**src/rtl/ptw_axi_arbiter_if.sv**
```systemverilog
// AXI read-channel bundle (AR + R) used for both walker ports and the
// interconnect port of ptw_axi_arbiter.
interface ptw_axi_arbiter_if #(
  parameter int ADDR_W = 32,
  parameter int DATA_W = 32,
  parameter int ID_W   = 10
);
  logic              arvalid;
  logic              arready;
  logic [ADDR_W-1:0] araddr;
  logic [ID_W-1:0]   arid;
  logic [7:0]        arlen;
  logic [2:0]        arsize;
  logic [1:0]        arburst;
  logic              rvalid;
  logic              rready;
  logic [DATA_W-1:0] rdata;
  logic [1:0]        rresp;
  logic [ID_W-1:0]   rid;
  logic              rlast;

  // Side that issues read requests (walker, or the arbiter toward the interconnect)
  modport master (
    output arvalid, araddr, arid, arlen, arsize, arburst, rready,
    input  arready, rvalid, rdata, rresp, rid, rlast
  );

  // Side that accepts read requests (arbiter toward a walker, or the interconnect)
  modport slave (
    input  arvalid, araddr, arid, arlen, arsize, arburst, rready,
    output arready, rvalid, rdata, rresp, rid, rlast
  );
endinterface

```
**src/rtl/ptw_axi_arbiter.sv**
```systemverilog
// Shares one AXI read channel between the I-MMU (s0) and D-MMU (s1)
// page-table walkers. Round-robin grant, one outstanding transaction,
// read beats routed back by the grant register (not by RID).
// Optional response watchdog enabled by defining PTW_ARB_TIMEOUT_EN.
module ptw_axi_arbiter #(
  parameter int ADDR_W  = 32,
  parameter int DATA_W  = 32,
  parameter int ID_W    = 10,
  parameter int TIMEOUT = 255
) (
  input  logic               clk,
  input  logic               rstn,
  ptw_axi_arbiter_if.slave   s0,
  ptw_axi_arbiter_if.slave   s1,
  ptw_axi_arbiter_if.master  m,
  output logic               stray_r
);

  typedef enum logic [1:0] {S_IDLE, S_AR, S_R} state_e;

  state_e            state_q;
  logic              grant_q;
  logic              last_grant_q;
  logic              arvalid_q;
  logic [ADDR_W-1:0] araddr_q;
  logic [ID_W-1:0]   arid_q;
  logic [7:0]        arlen_q;
  logic [2:0]        arsize_q;
  logic [1:0]        arburst_q;

  logic              req_any;
  logic              grant_d;
  logic              in_r;
  logic              to_fire;
  logic              live;
  logic              rready_g;
  logic              b_valid;
  logic [DATA_W-1:0] b_data;
  logic [1:0]        b_resp;
  logic [ID_W-1:0]   b_id;
  logic              b_last;
  logic              r_hs;
  logic              r_done;

  // Arbitration: sole requester wins; on a tie the walker that did not win last time
  always_comb begin
    req_any = s0.arvalid | s1.arvalid;
    grant_d = (s0.arvalid && s1.arvalid) ? ~last_grant_q : s1.arvalid;
    s0.arready = (state_q == S_IDLE) && req_any && !grant_d;
    s1.arready = (state_q == S_IDLE) && req_any &&  grant_d;
  end

  // Interconnect AR channel driven from the latched request
  always_comb begin
    m.arvalid = arvalid_q;
    m.araddr  = araddr_q;
    m.arid    = arid_q;
    m.arlen   = arlen_q;
    m.arsize  = arsize_q;
    m.arburst = arburst_q;
  end

`ifdef PTW_ARB_TIMEOUT_EN
  localparam int CNT_W = ($clog2(TIMEOUT + 1) > 8) ? $clog2(TIMEOUT + 1) : 8;
  logic [CNT_W-1:0] cnt_q;

  // Response watchdog: cleared outside R and on each R handshake, saturates at TIMEOUT
  always_ff @(posedge clk) begin
    if (!rstn) begin
      cnt_q <= '0;
    end else if (state_q != S_R || r_hs) begin
      cnt_q <= '0;
    end else if (cnt_q != CNT_W'(TIMEOUT)) begin
      cnt_q <= cnt_q + 1'b1;
    end
  end

  // Watchdog expiry substitutes a synthetic SLVERR beat for the interconnect
  always_comb to_fire = (state_q == S_R) && (cnt_q == CNT_W'(TIMEOUT));
`else
  // No watchdog: R waits for the interconnect indefinitely
  always_comb to_fire = 1'b0;
`endif

  // R-channel routing: beats go only to the granted walker; anything outside a live R phase is dropped
  always_comb begin
    in_r     = (state_q == S_R);
    live     = in_r && !to_fire;
    rready_g = grant_q ? s1.rready : s0.rready;
    b_valid  = live ? m.rvalid : to_fire;
    b_data   = live ? m.rdata  : '0;
    b_resp   = live ? m.rresp  : 2'b10;
    b_id     = live ? m.rid    : arid_q;
    b_last   = live ? m.rlast  : 1'b1;
    m.rready = live ? rready_g : 1'b1;
    stray_r  = m.rvalid && !live;
    r_hs     = live && m.rvalid && rready_g;
    r_done   = in_r && b_valid && rready_g && b_last;

    s0.rvalid = in_r && !grant_q && b_valid;
    s0.rdata  = (in_r && !grant_q) ? b_data : '0;
    s0.rresp  = (in_r && !grant_q) ? b_resp : '0;
    s0.rid    = (in_r && !grant_q) ? b_id   : '0;
    s0.rlast  = in_r && !grant_q && b_last;

    s1.rvalid = in_r && grant_q && b_valid;
    s1.rdata  = (in_r && grant_q) ? b_data : '0;
    s1.rresp  = (in_r && grant_q) ? b_resp : '0;
    s1.rid    = (in_r && grant_q) ? b_id   : '0;
    s1.rlast  = in_r && grant_q && b_last;
  end

  // Transaction FSM: IDLE grants and latches, AR presents the request, R waits for the last beat
  always_ff @(posedge clk) begin
    if (!rstn) begin
      state_q      <= S_IDLE;
      grant_q      <= 1'b0;
      last_grant_q <= 1'b1;
      arvalid_q    <= 1'b0;
      araddr_q     <= '0;
      arid_q       <= '0;
      arlen_q      <= '0;
      arsize_q     <= '0;
      arburst_q    <= '0;
    end else begin
      case (state_q)
        S_IDLE: begin
          if (req_any) begin
            grant_q   <= grant_d;
            araddr_q  <= grant_d ? s1.araddr  : s0.araddr;
            arid_q    <= grant_d ? s1.arid    : s0.arid;
            arlen_q   <= grant_d ? s1.arlen   : s0.arlen;
            arsize_q  <= grant_d ? s1.arsize  : s0.arsize;
            arburst_q <= grant_d ? s1.arburst : s0.arburst;
            arvalid_q <= 1'b1;
            state_q   <= S_AR;
          end
        end
        S_AR: begin
          if (m.arready) begin
            arvalid_q <= 1'b0;
            state_q   <= S_R;
          end
        end
        S_R: begin
          if (r_done) begin
            last_grant_q <= grant_q;
            state_q      <= S_IDLE;
          end
        end
        default: state_q <= S_IDLE;
      endcase
    end
  end

endmodule

```
**src/flat_wrapper.sv**
```systemverilog
// flat-port wrapper written by rule: the top's interface ports become plain ports
module ptw_axi_arbiter_flat 
#(
  parameter int ADDR_W  = 32,
  parameter int DATA_W  = 32,
  parameter int ID_W    = 10,
  parameter int TIMEOUT = 255
)
  (clk, rstn, stray_r, s0_arvalid, s0_araddr, s0_arid, s0_arlen, s0_arsize, s0_arburst, s0_rready, s0_arready, s0_rvalid, s0_rdata, s0_rresp, s0_rid, s0_rlast, s1_arvalid, s1_araddr, s1_arid, s1_arlen, s1_arsize, s1_arburst, s1_rready, s1_arready, s1_rvalid, s1_rdata, s1_rresp, s1_rid, s1_rlast, m_arvalid, m_araddr, m_arid, m_arlen, m_arsize, m_arburst, m_rready, m_arready, m_rvalid, m_rdata, m_rresp, m_rid, m_rlast);
  ptw_axi_arbiter_if #(.ADDR_W(ADDR_W), .DATA_W(DATA_W), .ID_W(ID_W)) s0_i ();
  ptw_axi_arbiter_if #(.ADDR_W(ADDR_W), .DATA_W(DATA_W), .ID_W(ID_W)) s1_i ();
  ptw_axi_arbiter_if #(.ADDR_W(ADDR_W), .DATA_W(DATA_W), .ID_W(ID_W)) m_i ();
  input  logic clk;
  input  logic rstn;
  output logic stray_r;
  input wire logic [$bits(s0_i.arvalid)-1:0] s0_arvalid;
  input wire logic [$bits(s0_i.araddr)-1:0] s0_araddr;
  input wire logic [$bits(s0_i.arid)-1:0] s0_arid;
  input wire logic [$bits(s0_i.arlen)-1:0] s0_arlen;
  input wire logic [$bits(s0_i.arsize)-1:0] s0_arsize;
  input wire logic [$bits(s0_i.arburst)-1:0] s0_arburst;
  input wire logic [$bits(s0_i.rready)-1:0] s0_rready;
  output wire logic [$bits(s0_i.arready)-1:0] s0_arready;
  output wire logic [$bits(s0_i.rvalid)-1:0] s0_rvalid;
  output wire logic [$bits(s0_i.rdata)-1:0] s0_rdata;
  output wire logic [$bits(s0_i.rresp)-1:0] s0_rresp;
  output wire logic [$bits(s0_i.rid)-1:0] s0_rid;
  output wire logic [$bits(s0_i.rlast)-1:0] s0_rlast;
  input wire logic [$bits(s1_i.arvalid)-1:0] s1_arvalid;
  input wire logic [$bits(s1_i.araddr)-1:0] s1_araddr;
  input wire logic [$bits(s1_i.arid)-1:0] s1_arid;
  input wire logic [$bits(s1_i.arlen)-1:0] s1_arlen;
  input wire logic [$bits(s1_i.arsize)-1:0] s1_arsize;
  input wire logic [$bits(s1_i.arburst)-1:0] s1_arburst;
  input wire logic [$bits(s1_i.rready)-1:0] s1_rready;
  output wire logic [$bits(s1_i.arready)-1:0] s1_arready;
  output wire logic [$bits(s1_i.rvalid)-1:0] s1_rvalid;
  output wire logic [$bits(s1_i.rdata)-1:0] s1_rdata;
  output wire logic [$bits(s1_i.rresp)-1:0] s1_rresp;
  output wire logic [$bits(s1_i.rid)-1:0] s1_rid;
  output wire logic [$bits(s1_i.rlast)-1:0] s1_rlast;
  output wire logic [$bits(m_i.arvalid)-1:0] m_arvalid;
  output wire logic [$bits(m_i.araddr)-1:0] m_araddr;
  output wire logic [$bits(m_i.arid)-1:0] m_arid;
  output wire logic [$bits(m_i.arlen)-1:0] m_arlen;
  output wire logic [$bits(m_i.arsize)-1:0] m_arsize;
  output wire logic [$bits(m_i.arburst)-1:0] m_arburst;
  output wire logic [$bits(m_i.rready)-1:0] m_rready;
  input wire logic [$bits(m_i.arready)-1:0] m_arready;
  input wire logic [$bits(m_i.rvalid)-1:0] m_rvalid;
  input wire logic [$bits(m_i.rdata)-1:0] m_rdata;
  input wire logic [$bits(m_i.rresp)-1:0] m_rresp;
  input wire logic [$bits(m_i.rid)-1:0] m_rid;
  input wire logic [$bits(m_i.rlast)-1:0] m_rlast;
  assign s0_i.arvalid = s0_arvalid;
  assign s0_i.araddr = s0_araddr;
  assign s0_i.arid = s0_arid;
  assign s0_i.arlen = s0_arlen;
  assign s0_i.arsize = s0_arsize;
  assign s0_i.arburst = s0_arburst;
  assign s0_i.rready = s0_rready;
  assign s0_arready = s0_i.arready;
  assign s0_rvalid = s0_i.rvalid;
  assign s0_rdata = s0_i.rdata;
  assign s0_rresp = s0_i.rresp;
  assign s0_rid = s0_i.rid;
  assign s0_rlast = s0_i.rlast;
  assign s1_i.arvalid = s1_arvalid;
  assign s1_i.araddr = s1_araddr;
  assign s1_i.arid = s1_arid;
  assign s1_i.arlen = s1_arlen;
  assign s1_i.arsize = s1_arsize;
  assign s1_i.arburst = s1_arburst;
  assign s1_i.rready = s1_rready;
  assign s1_arready = s1_i.arready;
  assign s1_rvalid = s1_i.rvalid;
  assign s1_rdata = s1_i.rdata;
  assign s1_rresp = s1_i.rresp;
  assign s1_rid = s1_i.rid;
  assign s1_rlast = s1_i.rlast;
  assign m_arvalid = m_i.arvalid;
  assign m_araddr = m_i.araddr;
  assign m_arid = m_i.arid;
  assign m_arlen = m_i.arlen;
  assign m_arsize = m_i.arsize;
  assign m_arburst = m_i.arburst;
  assign m_rready = m_i.rready;
  assign m_i.arready = m_arready;
  assign m_i.rvalid = m_rvalid;
  assign m_i.rdata = m_rdata;
  assign m_i.rresp = m_rresp;
  assign m_i.rid = m_rid;
  assign m_i.rlast = m_rlast;
  ptw_axi_arbiter #(.ADDR_W(ADDR_W), .DATA_W(DATA_W), .ID_W(ID_W), .TIMEOUT(TIMEOUT)) u_core (.clk(clk), .rstn(rstn), .s0(s0_i), .s1(s1_i), .m(m_i), .stray_r(stray_r));
endmodule
```
**config.mk**
```make
export PLATFORM = sky130hd
export DESIGN_NAME = ptw_axi_arbiter_flat
export DESIGN_NICKNAME = d
export VERILOG_FILES = /design/src/rtl/ptw_axi_arbiter_if.sv /design/src/rtl/ptw_axi_arbiter.sv /design/src/flat_wrapper.sv
export SDC_FILE = /design/constraint.sdc
export NUM_CORES = 1
export LEC_CHECK = 0
export ABC_AREA = 1
export BUFFER_PORTS_ARGS = -buffer_cell sky130_fd_sc_hd__buf_2
export CORE_AREA = 2 2 122 124
export CTS_CLUSTER_SIZE = 28
export DETAILED_ROUTE_END_ITERATION = 8
export DIE_AREA = 0 0 124 126
export PLACE_DENSITY_LB_ADDON = 0.2
export RECOVER_POWER = 25
export REMOVE_ABC_BUFFERS = 1
export SLEW_MARGIN = 0
export SYNTH_ARGS = -nofsm -noshare
export SYNTH_HDL_FRONTEND = slang
export SYNTH_SLANG_ARGS = --single-unit
```
**constraint.sdc**
```tcl
create_clock -name clk -period 2.5 [get_ports clk]
set_input_delay 0 -clock clk [delete_from_list [all_inputs] [get_ports clk]]
set_output_delay 0 -clock clk [all_outputs]
set_load 0.01 [all_outputs]
```
* Yosys cells after proc, flatten, opt, wreduce, memory -nomap -nowiden
Index checks and enable logic that the tools add are counted.
** Cells by class
- Reduce and logical (&&, ||, !) cells :: 23
- Equal/unequal tests :: 5
- Bitwise logic cells :: 2
- Muxes and demuxes :: 26
** Operators with widths (count)
- two-way mux 32 bit :: 4
- two-way mux 10 bit :: 4
- logical AND 1 bit :: 14
- two-way mux 2 bit :: 7
- two-way mux 8 bit :: 1
- two-way mux 1 bit :: 7
- case mux 2 bit (3 select lines) :: 1
- AND reduction 3 bit :: 2
- != test 2 bit (second input constant) :: 2
- AND reduction 2 bit :: 2
- logical NOT 1 bit :: 3
- two-way mux 3 bit :: 1
- == test 2 x 1 -> 1 bit (second input constant) :: 1
- == test 2 bit (second input constant) :: 1
- logical NOT 2 bit :: 1
- != test 2 x 1 -> 1 bit (second input constant) :: 1
- case mux 1 bit (2 select lines) :: 1
- nonzero test 2 bit :: 1
- inverter 1 bit :: 1
- OR 1 bit :: 1
** Storage, ports and cells
- Word-level logic and storage cells :: 65
- Input bits :: 163
- Register bits after elaboration :: 60
- Output and inout bits :: 152

* Depth between registers and ports, before layout
- Depth in word-level cells :: 7
- Gate-level depth with buffers :: 8
- Gate-level depth less buffers :: 6

* Worst setup path after synthesis
Ideal clock, no wire load.
- Kind :: reg-to-reg
- Start point :: register u_core.state_q[0]
- End point :: register u_core.arid_q[1], in the netlist u_core.m.arid[1]
- Buffers on the path :: 2
- Arrival time :: 942 ps
- Setup time :: 133 ps
- Stages on the path, launching flop included :: 7
- Clock period less this slack :: 1075 ps
- Data required time :: 2367 ps
- Setup slack :: 1425 ps
- Cell sequence :: dfxtp_1 nor2_2 o21ai_2 buf_4 buf_6 nand2_1 a21oi_2
** On the way
- Word-level cells in the longest chain between the ends :: 2
** Ends and longest elaborated chain
- from (decl) :: RTL line ptw_axi_arbiter.sv:21 : state_e state_q;
- from (signal assigned) :: RTL line ptw_axi_arbiter.sv:116 : state_q <= S_IDLE;
- from (signal assigned) :: RTL line ptw_axi_arbiter.sv:136 : state_q <= S_AR;
- from (signal assigned) :: RTL line ptw_axi_arbiter.sv:142 : state_q <= S_R;
- logical NOT 2 bit :: RTL line ptw_axi_arbiter.sv:126 : case (state_q)
- AND reduction 2 bit (no source line)
- to (signal assigned) :: RTL line ptw_axi_arbiter.sv:131 : arid_q <= grant_d ? s1.arid : s0.arid;
- to (decl) :: RTL line ptw_axi_arbiter.sv:26 : logic [ID_W-1:0] arid_q;
No other way between the ends.
A chain may end at the register's enable or synchronous reset.

* Worst setup path after layout
- Start point :: register u_core.state_q[0]
- End point :: output s1_rdata[2]
** On the way
- Word-level cells in the longest chain between the ends :: 3
- Elaborated cells between the ends (all ways) :: 4
- Those cells by class :: eq/ne (1); mux (2); reduce/logical (1)
** Ends and longest elaborated chain
- == test 2 bit (*) :: RTL line ptw_axi_arbiter.sv:87 : in_r = (state_q == S_R);
- two-way mux 32 bit / logical AND 1 bit (equally long branches) :: RTL line ptw_axi_arbiter.sv:91, ptw_axi_arbiter.sv:107
- two-way mux 32 bit (*) :: RTL line ptw_axi_arbiter.sv:107 : s1.rdata = (in_r && grant_q) ? b_data : '0;
- to (decl) :: RTL line flat_wrapper.sv:38 : output wire logic [$bits(s1_i.rdata)-1:0] s1_rdata;
Every way passes the cells marked *; elsewhere a longest branch is shown, timed or not.

==> summary.md <==
| Metric | Value |
|---|---|
| Via count | `4727` |
| Vias in the first global route | `4269` |
| Hold WC Path Type | `input port to register` |
| Largest family of logic cells by synthesized area | `simple AND/OR/NAND/NOR gates` |
| Vias per cell | `4.313` |
| Prevailing post-synth register cell | `dfxtp_1` |
| Setup WS pre-CTS | `0.7680 ns` |
| RR Startpoint | `u_core.state_q[0]` |
| Synth warn | `0` |
| # setup viols final | `0` |
| Largest net degree at the start of global routing | `56` |
| Critical R2R Capture | `u_core.m.araddr[25]` |
| Mux contribution to synthesized area | `0` |
| Hpwl dp | `11380 um` |
| Hold Violations, Final | `0` |
| CP max FO | `46` |
| Ports | `315` |
| EDFF count, synth | `0` |
| Hold path startpoint | `s0_araddr[22]` |
| Reg2Reg Setup Slack | `0.94 ns` |
| FILL cells | `1689` |
| Fin. max-slew vios | `0` |
| Crit path kind | `register to output port` |
| Routed WL | `14720 um` |
| Cells along the critical path | `inv_1 > nand2_1 > inv_2 > nand2_2 > nor2_1 > buf_2` |
| CP max-delay cell | `nand2_2` |
| GR Overflow Total | `0` |
| Synthesized instance count | `609` |
| Yosys top cell by area | `dfxtp_1` |
| Max-slew headroom | `0.3847` |
| Drt drc | `0` |
| Chip width | `124 um` |
| Max VDD drop | `0.2560 mV` |
| Crit path launch type | `register` |
| H-tree levels | `3` |
| Async SR Flop Fraction | `0` |
| PostCTS Resize Cnt | `0` |
| First-pass GRT wire length | `21710 um` |
| Num CTS Buffers | `9` |
| Synth Area in XOR/XNOR | `0` |
| Layout cells sized above 1 | `0.3293` |
| GP Congestion | `0.7722` |
| Clock skew | `0.007613 ns` |
| Count leader, synth | `nand2_1` |
| CTS root buf | `clkbuf_16` |
| Syn_area_per_cell | `5.822 um^2` |
| Clock power share | `0.421` |
| DR iter-0 viols | `150` |
| Cell area power density | `576.1 nW/um^2` |
| Synth Area in Compound Gates | `0.09351` |
| Average wire per cell in the routed design | `13.43 um` |
| I/O Buffers | `314` |
| Netlist Area Pre-Place | `3546 um^2` |
| WP data required | `2.50 ns` |
| Flop pwr share | `0.345` |
| Drt first pass iters | `5` |
| CTS tree | `built` |
| Crit share post-route | `0.7910` |
| Final worst setup slack | `0.5226 ns` |
| Fmax | `505.7 MHz` |
| Sequential-to-total area share from yosys stat | `0.3387` |
| Distinct cell type count after synthesis | `21` |
| Critical path data arrival time | `1.98 ns` |
| Switch share | `0.3021` |
| Clk sink count | `60` |
| Internal power | `2.211 mW` |
| Worst Max-Slew Pin Slew | `0.9195 ns` |
| Final #Nets | `1069` |
| Synth-to-Final Area Change | `55.12%` |
| Unrepaired setup endpoints after global routing | `false` |
| Initial antenna violation count | `1` |
| Worst hold slack | `0.01223 ns` |
| P_sw | `0.9575 mW` |
| Top post-synthesis cells by area | `dfxtp_1 34%, nand2_1 24%, nor2_1 10%` |
| Max capacitance violation total | `0` |
| Comb pwr share | `0.234` |
| Hold Path Depth | `5` |
| Clock Path Buffers | `2` |
| GRT Total Usage | `0.1790` |
| Worst Reg-to-Reg Cells | `6` |
| CP peak stage delay | `0.46 ns` |
| Total core area | `14310 um^2` |
| Starting Density | `0.2477` |
| Die ar. | `15620 um^2` |
| Synth top area share | `0.3387` |
| Antenna Nets Post-Route | `0` |
| Worst-Skew Late Latency | `0.32 ns` |
| Clock-pin slew on the worst setup and hold paths | `0.06 ns` |
| Commonest cells in the netlist | `231 x nand2_1, 94 x nor2_1, 60 x dfxtp_1` |
| Rows | `44` |
| WHS Endpoint | `u_core.m.araddr[22]` |
| Status | `complete, no violations` |
| Die Y | `126 um` |
| Crit. End Element | `output port` |
| Post-route minimum period | `1.977 ns` |
| Lkg Pwr | `3.212 nW` |
| Synth Area in Adders | `0` |
| Flops & latches, synth | `60` |
| Simple-gate share of the synthesized area | `0.4351` |
cell families after synthesis:
logic type,count (synthesis)
flip-flops,60
buffers and inverters,99
AO/OA/AOI/OAI,62
AND/OR/NAND/NOR,388
through the flow:
step / std cells / cell area, um^2 / power, mW / utilization / TNS (ns)
after floorplan: 566 / 3286 / 1.487 / - / -14.82
after global placement: 1073 / 5180 / 1.879 / 0.3619 / 0
after detailed placement: 1073 / 5180 / 1.879 / 0.3619 / 0
after CTS: 1095 / 5564 / 3.242 / 0.3887 / 0
after global routing: 1096 / 5500 / 3.364 / 0.3843 / 0
final: 1096 / 5500 / 3.169 / 0.3843 / 0
flip-flops by register name, indices dropped and copies added, names as in the netlist:
| name | cells |
|---|---|
| u_core.grant_q | 1 |
| u_core.last_grant_q | 1 |
| u_core.m.arvalid | 1 |
| u_core.m.araddr | 32 |
| u_core.m.arid | 10 |
| u_core.m.arburst | 2 |
| u_core.m.arsize | 3 |
| u_core.state_q | 2 |
| u_core.m.arlen | 8 |
power groups by stage:
stage	Combinational [mW]	Sequential (mW)	Clock [mW]
4_1_cts	0.778	1.09	1.37
2_1_floorplan	0.337	1.15	0
3_3_place_gp	0.769	1.11	0
6_report	0.742	1.09	1.33
3_5_place_dp	0.768	1.11	0
5_1_grt	0.845	1.11	1.41
repair_timing:
action / in CTS / in global routing
hold endpoints to repair: 7 / 0
hold buffers: 6 / 0
setup buffers: 0 / 0
worst max-delay path, delay by kind of cell (launching register included):
kind | cells | cell delay (ns)
DFF | 1 | 0.33
and+or+nand+nor | 3 | 0.95
buffers and inverters | 3 | 0.37
worst max path at each step:
stage                             start             endpoint  slack (ns)  cells after the start
floorplan           u_core.last_grant_q   u_core.m.araddr[0]       -0.26                      6
global placement             s1_arvalid     u_core.m.arid[4]        0.79                      5
detailed placement           s1_arvalid  u_core.m.araddr[10]        0.77                      5
CTS                   u_core.state_q[0]          s1_rdata[2]        0.48                      6
global route          u_core.state_q[1]          s1_rdata[2]        0.34                      5
finish                u_core.state_q[0]          s1_rdata[2]        0.52                      6
routing by layer:
layer / vias to the layer above / wire, um / global-route usage
met2: 209 / 7353 / 0.3323
met4: 0 / 295 / 0.05882
met5: - / 0 / 0
li1: 2466 / - / -
met3: 14 / 1421 / 0.05254
met1: 2038 / 5645 / 0.1904
cell usage in the layout (no fill, tap or decap):
cell / instances
clkbuf_1: 53
nand2_2: 4
buf_12: 1
clkbuf_16: 9
clkinvlp_4: 1
nand3_1: 57
buf_2: 261
inv_2: 4
o21bai_1: 1
a21oi_1: 55
inv_6: 2
buf_4: 8
diode_2: 1
nor2_2: 1
bufinv_16: 2
clkinv_4: 1
inv_1: 52
nor3_1: 1
dfxtp_1: 60
o21ai_4: 1
o21ai_0: 1
dlygate4sd3_1: 6
a21oi_2: 4
nand3b_1: 1
nand2_1: 229
nand4_1: 1
nor2_1: 94
clkinv_2: 1
cell type report:
class                           count  area, um^2  share of cell area
Multi-Input combinational cell    450        1887              0.3430
Timing Repair Buffer              329        1645              0.2991
Sequential cell                    60        1201              0.2184
Tap cell                          184       230.2             0.04186
Clock buffer                        9       225.2             0.04095
Inverter                           56       210.2             0.03822
Clock inverter                      7       98.84             0.01797
Antenna cell                        1       2.502           0.0004550
Note: power is estimated with default switching activity, not from simulation.
